--- src/rtl/direct_ro_pkg.sv ---
// Shared types and default timing constants for the direct-readout sequencer.
package direct_ro_pkg;

    localparam int unsigned SETUP_CYC_DEF = 4;
    localparam int unsigned READ_CYC_DEF  = 2;
    localparam int unsigned GAP_CYC_DEF   = 2;
    localparam int unsigned HOLD_CYC_DEF  = 3;
    localparam int unsigned MAX_READS_DEF = 1024;

    localparam int unsigned CNT_W = 16;
    localparam int unsigned CTR_W = 16;

    typedef enum logic [2:0] {
        IDLE,
        SETUP,
        READ_HI,
        READ_LO,
        HOLD
    } ro_state_e;

    // Down-counter load value for a phase of 'cyc' cycles (counter expires at zero).
    function automatic logic [CNT_W-1:0] phase_load(input int unsigned cyc);
        return (cyc == 0) ? '0 : CNT_W'(cyc - 1);
    endfunction

endpackage

--- src/rtl/ro_sync2.sv ---
// Two-flop synchronizer; BYPASS passes the input straight through.
module ro_sync2 #(
    parameter bit BYPASS = 1'b0
) (
    input  logic i_clk,
    input  logic i_rst,
    input  logic i_d,
    output logic o_q
);

    logic [1:0] r_sync;

    always_ff @(posedge i_clk) begin
        if (i_rst) begin
            r_sync <= '0;
        end else begin
            r_sync <= {r_sync[0], i_d};
        end
    end

    assign o_q = BYPASS ? i_d : r_sync[1];

endmodule

--- src/rtl/direct_ro_sequencer.sv ---
// Freeze/read strobe sequencer for direct pixel-chip readout.
// Define DIRECT_RO_TOKEN_SYNC_EN to pass TOKEN through a 2-flop synchronizer.
module direct_ro_sequencer
    import direct_ro_pkg::*;
#(
    parameter int unsigned SETUP_CYC = SETUP_CYC_DEF,
    parameter int unsigned READ_CYC  = READ_CYC_DEF,
    parameter int unsigned GAP_CYC   = GAP_CYC_DEF,
    parameter int unsigned HOLD_CYC  = HOLD_CYC_DEF,
    parameter int unsigned MAX_READS = MAX_READS_DEF
) (
    input  logic             CLK,
    input  logic             RST,
    input  logic             ENABLE,
    input  logic             TOKEN,
    input  logic             FIFO_FULL,
    input  logic             CLR_ERR,
    output logic             FREEZE,
    output logic             READ,
    output logic             HIT_STROBE,
    output logic             BUSY,
    output logic [CTR_W-1:0] READ_COUNT,
    output logic [CTR_W-1:0] FRAME_COUNT,
    output logic             ABORT_ERR
);

`ifdef DIRECT_RO_TOKEN_SYNC_EN
    localparam bit TOK_BYPASS = 1'b0;
`else
    localparam bit TOK_BYPASS = 1'b1;
`endif

    localparam logic [CTR_W-1:0] MAX_RD = CTR_W'(MAX_READS);

    ro_state_e        r_state, w_state_nxt;
    logic [CNT_W-1:0] r_cnt, w_cnt_nxt;
    logic             r_freeze, w_freeze_nxt;
    logic             r_read, w_read_nxt;
    logic             r_hit, w_hit_nxt;
    logic             r_busy, w_busy_nxt;
    logic [CTR_W-1:0] r_read_count, w_read_count_nxt;
    logic [CTR_W-1:0] r_frame_count, w_frame_count_nxt;
    logic             r_abort_err, w_abort_nxt;
    logic             w_tok_s;
    logic             w_cnt_zero;

    ro_sync2 #(
        .BYPASS (TOK_BYPASS)
    ) u_tok_sync (
        .i_clk (CLK),
        .i_rst (RST),
        .i_d   (TOKEN),
        .o_q   (w_tok_s)
    );

    assign w_cnt_zero = (r_cnt == '0);

    // Next-state and next-output logic; a single down-counter times every phase.
    always_comb begin
        w_state_nxt       = r_state;
        w_cnt_nxt         = r_cnt;
        w_freeze_nxt      = r_freeze;
        w_read_nxt        = 1'b0;
        w_hit_nxt         = 1'b0;
        w_read_count_nxt  = r_read_count;
        w_frame_count_nxt = r_frame_count;
        w_abort_nxt       = r_abort_err & ~CLR_ERR;

        case (r_state)
            IDLE: begin
                w_freeze_nxt = 1'b0;
                if (ENABLE && w_tok_s) begin
                    w_state_nxt      = SETUP;
                    w_cnt_nxt        = phase_load(SETUP_CYC);
                    w_freeze_nxt     = 1'b1;
                    w_read_count_nxt = '0;
                end
            end
            SETUP: begin
                if (w_cnt_zero) begin
                    w_state_nxt      = READ_HI;
                    w_cnt_nxt        = phase_load(READ_CYC);
                    w_read_nxt       = 1'b1;
                    w_read_count_nxt = r_read_count + CTR_W'(1);
                end
            end
            READ_HI: begin
                // Pulse always runs to full width regardless of TOKEN/ENABLE.
                if (w_cnt_zero) begin
                    w_state_nxt = READ_LO;
                    w_cnt_nxt   = phase_load(GAP_CYC);
                    w_hit_nxt   = 1'b1;
                end else begin
                    w_cnt_nxt  = r_cnt - CNT_W'(1);
                    w_read_nxt = 1'b1;
                end
            end
            READ_LO: begin
                if (w_cnt_zero) begin
                    if (!w_tok_s || !ENABLE || (r_read_count == MAX_RD)) begin
                        w_state_nxt = HOLD;
                        w_cnt_nxt   = phase_load(HOLD_CYC);
                        if (r_read_count == MAX_RD) begin
                            w_abort_nxt = 1'b1;
                        end
                    end else if (!FIFO_FULL) begin
                        w_state_nxt      = READ_HI;
                        w_cnt_nxt        = phase_load(READ_CYC);
                        w_read_nxt       = 1'b1;
                        w_read_count_nxt = r_read_count + CTR_W'(1);
                    end
                end else begin
                    w_cnt_nxt = r_cnt - CNT_W'(1);
                end
            end
            HOLD: begin
                if (w_cnt_zero) begin
                    w_state_nxt       = IDLE;
                    w_freeze_nxt      = 1'b0;
                    w_frame_count_nxt = r_frame_count + CTR_W'(1);
                end else begin
                    w_cnt_nxt = r_cnt - CNT_W'(1);
                end
            end
            default: begin
                w_state_nxt  = IDLE;
                w_freeze_nxt = 1'b0;
            end
        endcase

        if (r_state == SETUP && !w_cnt_zero) begin
            w_cnt_nxt = r_cnt - CNT_W'(1);
        end

        w_busy_nxt = (w_state_nxt != IDLE);
    end

    always_ff @(posedge CLK) begin
        if (RST) begin
            r_state       <= IDLE;
            r_cnt         <= '0;
            r_freeze      <= 1'b0;
            r_read        <= 1'b0;
            r_hit         <= 1'b0;
            r_busy        <= 1'b0;
            r_read_count  <= '0;
            r_frame_count <= '0;
            r_abort_err   <= 1'b0;
        end else begin
            r_state       <= w_state_nxt;
            r_cnt         <= w_cnt_nxt;
            r_freeze      <= w_freeze_nxt;
            r_read        <= w_read_nxt;
            r_hit         <= w_hit_nxt;
            r_busy        <= w_busy_nxt;
            r_read_count  <= w_read_count_nxt;
            r_frame_count <= w_frame_count_nxt;
            r_abort_err   <= w_abort_nxt;
        end
    end

    assign FREEZE      = r_freeze;
    assign READ        = r_read;
    assign HIT_STROBE  = r_hit;
    assign BUSY        = r_busy;
    assign READ_COUNT  = r_read_count;
    assign FRAME_COUNT = r_frame_count;
    assign ABORT_ERR   = r_abort_err;

endmodule
--- config.mk ---
export PLATFORM = sky130hd
export DESIGN_NAME = direct_ro_sequencer
export DESIGN_NICKNAME = d
export VERILOG_FILES = /design/src/rtl/direct_ro_pkg.sv /design/src/rtl/ro_sync2.sv /design/src/rtl/direct_ro_sequencer.sv
export SDC_FILE = /design/constraint.sdc
export NUM_CORES = 1
export LEC_CHECK = 0
export CORE_ASPECT_RATIO = 0.6
export CORE_MARGIN = 3
export CORE_UTILIZATION = 42
export DETAILED_ROUTE_END_ITERATION = 6
export GPL_ROUTABILITY_DRIVEN = 0
export SYNTH_ARGS = -nofsm -noshare
export SYNTH_HDL_FRONTEND = slang
export SYNTH_SLANG_ARGS = --single-unit
--- constraint.sdc ---
create_clock -name CLK -period 2.5 [get_ports CLK]
set_input_delay 0.5 -clock CLK [delete_from_list [all_inputs] [get_ports CLK]]
set_output_delay 0.5 -clock CLK [all_outputs]
set_load 0.05 [all_outputs]
[Yosys cells after proc, flatten, opt, wreduce, memory -nomap -nowiden]
Index checks and enable logic that the tools add are counted.
Operators by class
  $add $sub $neg: 3
  eq/ne operators: 15
  multiplexer cells: 36
  bitwise operators: 4
  reductions and logical operators: 18
Operators by type and width (number)
  2-to-1 mux 16 bit: 13
  one-hot mux 16 bit (5 select lines): 1
  one-hot mux 16 bit (3 select lines): 1
  adder 16 x 1 -> 16 bit (second input constant): 2
  2-to-1 mux 3 bit: 7
  equality test 16 x 11 -> 1 bit (second input constant): 1
  zero test 16 bit: 1
  subtractor 16 x 1 -> 16 bit (second input constant): 1
  one-hot mux 3 bit (5 select lines): 1
  inequality test 2 bit (second input constant): 6
  2-to-1 mux 1 bit: 11
  equality test 3 x 2 -> 1 bit (second input constant): 2
  inequality test 3 bit (second input constant): 2
  one-hot mux 1 bit (3 select lines): 2
  AND reduction 6 bit: 1
  nonzero test 3 bit: 2
  nonzero test 6 bit: 1
  inequality test 5 bit (second input constant): 1
  AND reduction 5 bit: 1
  AND reduction 2 bit: 2
  equality test 3 x 1 -> 1 bit (second input constant): 1
  equality test 3 bit (second input constant): 1
  zero test 1 bit: 3
  zero test 3 bit: 1
  other kinds (7): 11
Storage, ports and cells
  register bits: 56
  output and inout bits: 37

[Logic depth before layout (Yosys ltp)]
Gate-level depths: netlist (run 1).
  depth after elaboration: 7
  mapped depth: 10
  depth with buffers taken out: 7

[Cells and area by module]
From an unflattened synthesis (run 1), not the netlist that was laid out.
Unflattened totals
  cell total of the unflattened synthesis: 397
  area, all modules: 3229.3 sq um
Modules (own cells, without submodules)
  direct_ro_sequencer: instances 1, cells an instance 396, area each 3221.8 sq um, seq. area each 1121.1 sq um
  ro_sync2: instances 1, cells an instance 1, area each 7.5 sq um, seq. area each 0.0 sq um

[Worst setup path after synthesis (run 1)]
OpenSTA, ideal clock, no wires.
  path kind: register to register
  start point: register r_read_count[0] (netlist: READ_COUNT[0])
  end point: register r_read_count[7] (netlist: READ_COUNT[7])
  arrival: 2.462 ns
  required time: 2.368 ns
  slack: -0.094 ns
  cell stages (with the launch flop): 11
  path buffers: 3
  clock period less this slack: 2.594 ns
  cell sequence: dfxtp_1 -> inv_1 -> ha_1 -> nor4b_1 -> and4_1 -> buf_4 -> a221o_1 -> buf_2 -> buf_2 -> o31ai_1 -> a21oi_1
Between the ends
  longest elaborated chain between the ends: 5
RTL lines
  start, declared: RTL line direct_ro_sequencer.sv:41  | logic [CTR_W-1:0] r_read_count, w_read_count_nxt;
  start signal, assigned: RTL line direct_ro_sequencer.sv:156  | r_read_count <= w_read_count_nxt;
  adder 16 x 1 -> 16 bit: RTL line direct_ro_sequencer.sv:84, direct_ro_sequencer.sv:110
  2-to-1 mux 16 bit: RTL line direct_ro_sequencer.sv:106  | end else if (!FIFO_FULL) begin
  2-to-1 mux 16 bit: RTL line direct_ro_sequencer.sv:100  | if (!w_tok_s || !ENABLE || (r_read_count == MAX_RD)) begin
  2-to-1 mux 16 bit: RTL line direct_ro_sequencer.sv:99  | if (w_cnt_zero) begin
  one-hot mux 16 bit (3 select lines): RTL line direct_ro_sequencer.sv:69  | case (r_state)
Parallel ways exist; a longest one is shown, timed or not. The select of a mux whose other input is x is not followed.
A chain may end at the register's enable or synchronous reset.

[Worst setup path in the final report (run 1)]
  start point: register r_read_count[0] (netlist: READ_COUNT[0])
  end point: register r_read_count[5] (netlist: READ_COUNT[5])
The elaborated chain is that of the path after synthesis.

==> results.md, run 1 <==
- Dominant cells by area after synthesis: dfxtp_1 (35%), o31ai_1 (4.2%), a21oi_1 (4.0%)
- CP arrival: 2.60 ns
- Die H: 73.85 um
- Tightest Pin Transition: 0.5177 ns
- Critical path fanouts, max: 23
- CTS max path bufs: 2
- Htree depth: 2
- Number of flops mapped to enable cells by yosys: 0
- Initial antenna violation count: 0
- Synth async-reset ratio: 0%
- Overall Global Routing Usage: 20.85%
- Hold-fix buffers at CTS: 0
- Core Footprint: 0.007357 sq mm
- Dominant synthesized flop cell: dfxtp_1
- Post-synthesis cell type count: 56
- Crit path time final: 2.371 ns
- Outcome: complete, no violations
- Area growth syn-to-layout: 29.17%
- Final Setup Violations: 0
- Area of the multi-input gates: 0.001894 sq mm
- Final WL: 9.082 mm
- Syn Inst Count: 396
- Maximum vdd drop: 0.4774 mV
- Synth cell count leaders: dfxtp_1 (56), nand2_1 (28), a21oi_1 (26), inv_1 (26), nor2_1 (23)
- Crit path required time: 2.73 ns
- CP cell instances: inv_1, ha_1, nor4b_1, and4_2, a221o_1, buf_12, or4_1, a21oi_1
- Max cap viols: 0
- Count leader, synth: dfxtp_1
- Vias: 3292
- Die area: 0.008793 sq mm
- TritonCTS Sinks: 56
- Synthesized Nets: 407
- ANT cells: 0
- CTS tree: yes
- Die width: 119.1 um
- Setup TNS: 0 ns
- Share of cells above drive strength 1: 15.12%
- Syn Area/Cell: 8.136 sq um
- Period Utilization, post-route: 94.84%
- Top delay family on crit path: simple AND/OR/NAND/NOR gates
- Pin count of the biggest net entering global routing: 30
- WL per Instance: 16.02 um
- First-pass GRT wire length: 14.93 mm
- CP bufs+invs: 2
- Port bufs: 42
- YS warnings: 0
- Final Hold Fails: 0
- Area leader, netlist: dfxtp_1
- Clock root buffer: clkbuf_16
- Max Fclk: 421.8 MHz
- Post-route DRC: 0
- Slew Limit Headroom: 65.38%
- Final core occ: 56.56%
- Pwr/cell area: 772.0 mW/mm^2
- Sequential Area: 0.001124 sq mm
- CTS buffer count: 5
- Reg clk slew, reported paths: 0.07 ns
- Crit end category: flip-flop
- Hold WC Path Type: reg2reg
- Fillers: 709
- Fin Hold WS: 0.4799 ns
- Routed vias/inst: 5.806
- Max stage delay cell, worst path: or4_1
- Fin. max-slew vios: 0
- Tot Pwr: 3213 uW
- Clock Latency Late Sink: 0.29 ns
- Post-route ant nets: 0
- DR iter-0 viols: 220
- Total gr overflow: 0
- Nets@finish: 473
- Placement row count: 24
- Seq/Total Area, Yosys: 34.80%
- Max stage delay on crit path: 0.51 ns
- Synth Cell Area: 0.003222 sq mm
- Post-DP HPWL: 6.677 mm
- RSZ-0062 raised after global routing: no
- Vias in the first global route: 2981
- Static Leakage: 0.001398 uW
- DRT Pass-1 Iters: 5
- #FFs+latches synth: 56
- WS Path Type: reg2reg
- Io pins: 43
- Initial core utilization: 43.79%
- Crit start category: flip-flop
- Top-area cell type share of the netlist area: 34.80%
- Post-route clock skew: 0.004336 ns
==> metal layers <==
metal  up-vias  global-route usage, %  wire (um)
met4         0                  4.236         69
met2       108                  29.58       3626
li1       1629                      -          -
met3         6                  4.462        679
met1      1549                  32.00       4707
met5         -                      0          0
==> where the power goes <==
group / internal, uW / switching, uW
Combinational: 559 / 801
Clock: 471 / 326
Sequential: 965 / 90.3
==> path summary, 6_finish.rpt <==
kind                               startpoint            end  slack [ns]  cells after the start
worst max register to register  READ_COUNT[0]  READ_COUNT[5]        0.13                      8
worst max-delay path            READ_COUNT[0]  READ_COUNT[5]        0.13                      8
worst min register to register         FREEZE         FREEZE        0.48                      1
worst min-delay path                   FREEZE         FREEZE        0.48                      1
==> state kept, by name, summed over array words and instances (netlist names), 3 cells and up <==
| register | count |
|---|---|
| FRAME_COUNT | 16 |
| r_cnt | 16 |
| READ_COUNT | 16 |
| r_state | 3 |
==> per-stage QoR <==
stage	cells	area [sq um]	worst slack, ns
final	567	4161	0.1290
after global routing	567	4161	0.003813
after CTS	565	4134	0.005240
after detailed placement	557	3966	-0.04038
after global placement	557	3966	0.02871
after floorplan	396	3224	0.04594
==> layout make-up <==
type	count	area share [%]
Sequential cell	56	27.00
Clock inverter	3	1.022
Tap cell	104	3.127
Inverter	26	2.345
Timing Repair Buffer	84	17.98
Clock buffer	5	3.007
Multi-Input combinational cell	289	45.52
==> cells by family (layout without fill, tap and decap cells) <==
group / count (synthesis) / in the layout / share of synthesized area (%)
fa+ha+maj: 5 / 5 / 1.942
xor+xnor: 3 / 3 / 0.8157
flops: 56 / 56 / 34.80
mux: 10 / 10 / 3.146
simple gates: 166 / 166 / 29.75
compound gates: 105 / 105 / 22.52
buf+inv: 51 / 118 / 7.029
==> what timing repair did <==
| item | CTS | global route |
|---|---|---|
| resized for setup | 0 | 4 |
| setup buffers | 0 | 2 |
| setup endpoints to repair | 0 | 15 |
==> placed cells by master, fill, tap and decap left out, drive strengths merged, types with 4 or more instances in the layout <==
cell type,instances
nand4,12
o41ai,5
clkbuf,5
a21oi,26
mux2i,9
buf,42
o211ai,14
or3,12
or4,17
o21a,7
nor4,14
o21ai,14
nor2,24
nand2,28
o31ai,18
inv,26
clkdlybuf4s50,42
or2,5
dfxtp,56
nor3,17
nand3,16
o311ai,4
ha,5
a21boi,5
Note: power is estimated with default switching activity, not from simulation.
==> run 2, diff against run 1 <==
--- a/config.mk
+++ b/config.mk
@@ -7,9 +7,9 @@
 export LEC_CHECK = 0
 export CORE_ASPECT_RATIO = 0.6
 export CORE_MARGIN = 3
-export CORE_UTILIZATION = 42
+export CORE_UTILIZATION = 55
 export DETAILED_ROUTE_END_ITERATION = 6
-export GPL_ROUTABILITY_DRIVEN = 0
+export PLACE_DENSITY = 0.8
 export SYNTH_ARGS = -nofsm -noshare
 export SYNTH_HDL_FRONTEND = slang
 export SYNTH_SLANG_ARGS = --single-unit
==> constraint.sdc (replaced) <==
create_clock -name CLK -period 2.95 [get_ports CLK]
set_input_delay 0.59 -clock CLK [delete_from_list [all_inputs] [get_ports CLK]]
set_output_delay 0.59 -clock CLK [all_outputs]
set_load 0.05 [all_outputs]
==> run 2 against run 1 <==
Against the previous run: utilization grew 15 points; hold slack barely moved; via count is 2.6% lower; die area fell by 22%; global-route usage up 4.1 points.
==> results.md, run 2 (synthesized netlist as in run 1, its figures left out) <==
- CP arrival: 2.84 ns (+0.24 ns)
- Initial antenna violation count: 0 (unchanged)
- Initial core utilization: 60.16% (+16 points)
- Core Footprint: 0.005355 sq mm (-27%)
- Max Fclk: 385.8 MHz (-8.5%)
- Maximum vdd drop: 0.3925 mV (-18%)
- CTS tree: yes
- Slew Limit Headroom: 50.63% (-15 points)
- CP bufs+invs: 2 (unchanged)
- Crit path required time: 3.19 ns (+0.46 ns)
- Top delay family on crit path: simple AND/OR/NAND/NOR gates
- ANT cells: 0 (unchanged)
- Hold WC Path Type: reg2reg
- Setup TNS: 0 ns (unchanged)
- Nets@finish: 448 (-5.3%)
- Final core occ: 72.03% (+15 points)
- Hold-fix buffers at CTS: 0 (unchanged)
- Io pins: 43 (unchanged)
- Fillers: 453 (-36%)
- WL per Instance: 16.21 um (+1.2%)
- Fin. max-slew vios: 0 (unchanged)
- Vias in the first global route: 2936 (-1.5%)
- Placement row count: 20 (-17%)
- Levels on crit path: 8 (unchanged)
- RSZ-0062 raised after global routing: no
- Max cap viols: 0 (unchanged)
- Share of cells above drive strength 1: 9.132% (-6.0 points)
- Final Hold Fails: 0 (unchanged)
- Die area: 0.006843 sq mm (-22%)
- Global routing usage on met2: 37.46% (+7.9 points)
- Max stage delay cell, worst path: or4_1
- Vias: 3205 (-2.6%)
- Pwr/cell area: 615.3 mW/mm^2 (-20%)
- Most frequent cells in the layout: dfxtp_1 (56), clkdlybuf4s50_1 (42), nand2_1 (28)
- Period Utilization, post-route: 87.86% (-7.0 points)
- Tightest Pin Transition: 0.7356 ns (+0.2179 ns)
- Overall Global Routing Usage: 24.97% (+4.1 points)
- Max stage delay on crit path: 0.48 ns (-0.03 ns)
- Reg clk slew, reported paths: 0.11 ns (+0.04 ns)
- CTS max path bufs: 2 (unchanged)
- CTS buffer count: 5 (unchanged)
- CP cell instances: inv_1, ha_1, nor4b_2, and4_1, buf_4, o21ai_1, or4_1, a21oi_1
- Outcome: complete, no violations
- Grt met1 use: 37.18% (+5.2 points)
- TritonCTS Sinks: 56 (unchanged)
- Post-route clock skew: 0.008108 ns (+0.003771 ns)
- Static Leakage: 0.001242 uW (-11%)
- Total gr overflow: 0 (unchanged)
- WS Path Type: reg2reg
- Global-route track usage on met3: 5.299% (+0.84 points)
- Worst hold stages: 1 (unchanged)
- GR peak layer: met2
- Crit path time final: 2.592 ns (+0.2210 ns)
- Port bufs: 42 (unchanged)
- Worst r2r path cells: 8 (unchanged)
- Clock Latency Late Sink: 0.31 ns (+0.02 ns)
- Commonest non-fill, non-tap cell in the layout: dfxtp_1
- Post-DP HPWL: 6.004 mm (-10%)
- Die H: 65.29 um (-12%)
- Routed vias/inst: 6.223 (+7.2%)
- Final Setup Violations: 0 (unchanged)
- First-pass GRT wire length: 14.20 mm (-4.9%)
- Pin count of the biggest net entering global routing: 30 (unchanged)
- Die width: 104.8 um (-12%)
- DRT Pass-1 Iters: 5 (unchanged)
- Post-route ant nets: 0 (unchanged)
- Clock root buffer: clkbuf_8
- Area growth syn-to-layout: 19.73%
- Htree depth: 2 (unchanged)
- Crit start category: flip-flop
- Crit end category: flip-flop
- DR iter-0 viols: 287 (+30%)
- Post-route DRC: 0 (unchanged)
- Gp weighted congestion: 0.9366
- Final WL: 8.350 mm (-8.1%)
- Critical path fanouts, max: 12 (-48%)
## run 2: path summary, 6_finish.rpt
kind | from | endpoint | slack (ns)
setup / recovery | r_cnt[0] | READ_COUNT[9] | 0.36
hold / removal | FREEZE | FREEZE | 0.48
hold reg to reg | FREEZE | FREEZE | 0.48
setup reg to reg | r_cnt[0] | READ_COUNT[9] | 0.36
## run 2: per-stage QoR
| step | instance area (sq um) | setup slack (ns) | cells | hold WS [ns] | power (uW) |
|---|---|---|---|---|---|
| after floorplan | 3222 | 0.3560 | 396 | 0.4761 | 1643 |
| after global placement | 3742 | 0.2045 | 505 | 0.4503 | 1883 |
| after detailed placement | 3742 | 0.1633 | 505 | 0.4516 | 1910 |
| after CTS | 3836 | 0.1661 | 513 | 0.4867 | 2353 |
| after global routing | 3857 | 0.1421 | 515 | 0.5298 | 2520 |
| final | 3857 | 0.3580 | 515 | 0.4802 | 2373 |
## run 2: final cells by class
cell class,instances,area (sq um),area share [%]
repair buffers,59,560.5,14.53
well taps,77,96.34,2.498
clock inverters,3,25.02,0.6487
flip-flops and latches,56,1121,29.06
clock buffers,5,68.82,1.784
multi-input cells,289,1888,48.95
inverters,26,97.59,2.530
## run 2: repair_timing
| action | 4_1_cts | 5_1_grt |
|---|---|---|
| endpoints found under the setup margin | 0 | 5 |
| gates resized for setup | 0 | 1 |
| setup buffers | 0 | 2 |
## run 2: report_power, final
group          internal [uW]  switching [uW]  leakage [uW]
logic                    395             634      0.000743
registers                817            80.1      0.000454
clock network            174             274     0.0000452
total                   1390             988       0.00124
## run 2: per-layer routing
layer	routed length, um	up-vias
met4	21	0
met1	4162	1498
met3	616	2
met5	0	-
met2	3549	119
li1	-	1586
==> run 3, diff against run 2 <==
--- a/config.mk
+++ b/config.mk
@@ -9,6 +9,7 @@
 export CORE_MARGIN = 3
 export CORE_UTILIZATION = 55
 export DETAILED_ROUTE_END_ITERATION = 6
+export GPL_TIMING_DRIVEN = 1
 export PLACE_DENSITY = 0.8
 export SYNTH_ARGS = -nofsm -noshare
 export SYNTH_HDL_FRONTEND = slang
==> results of run 3 <==
No change in the layout: final DEF, timing and power equal those of run 2.
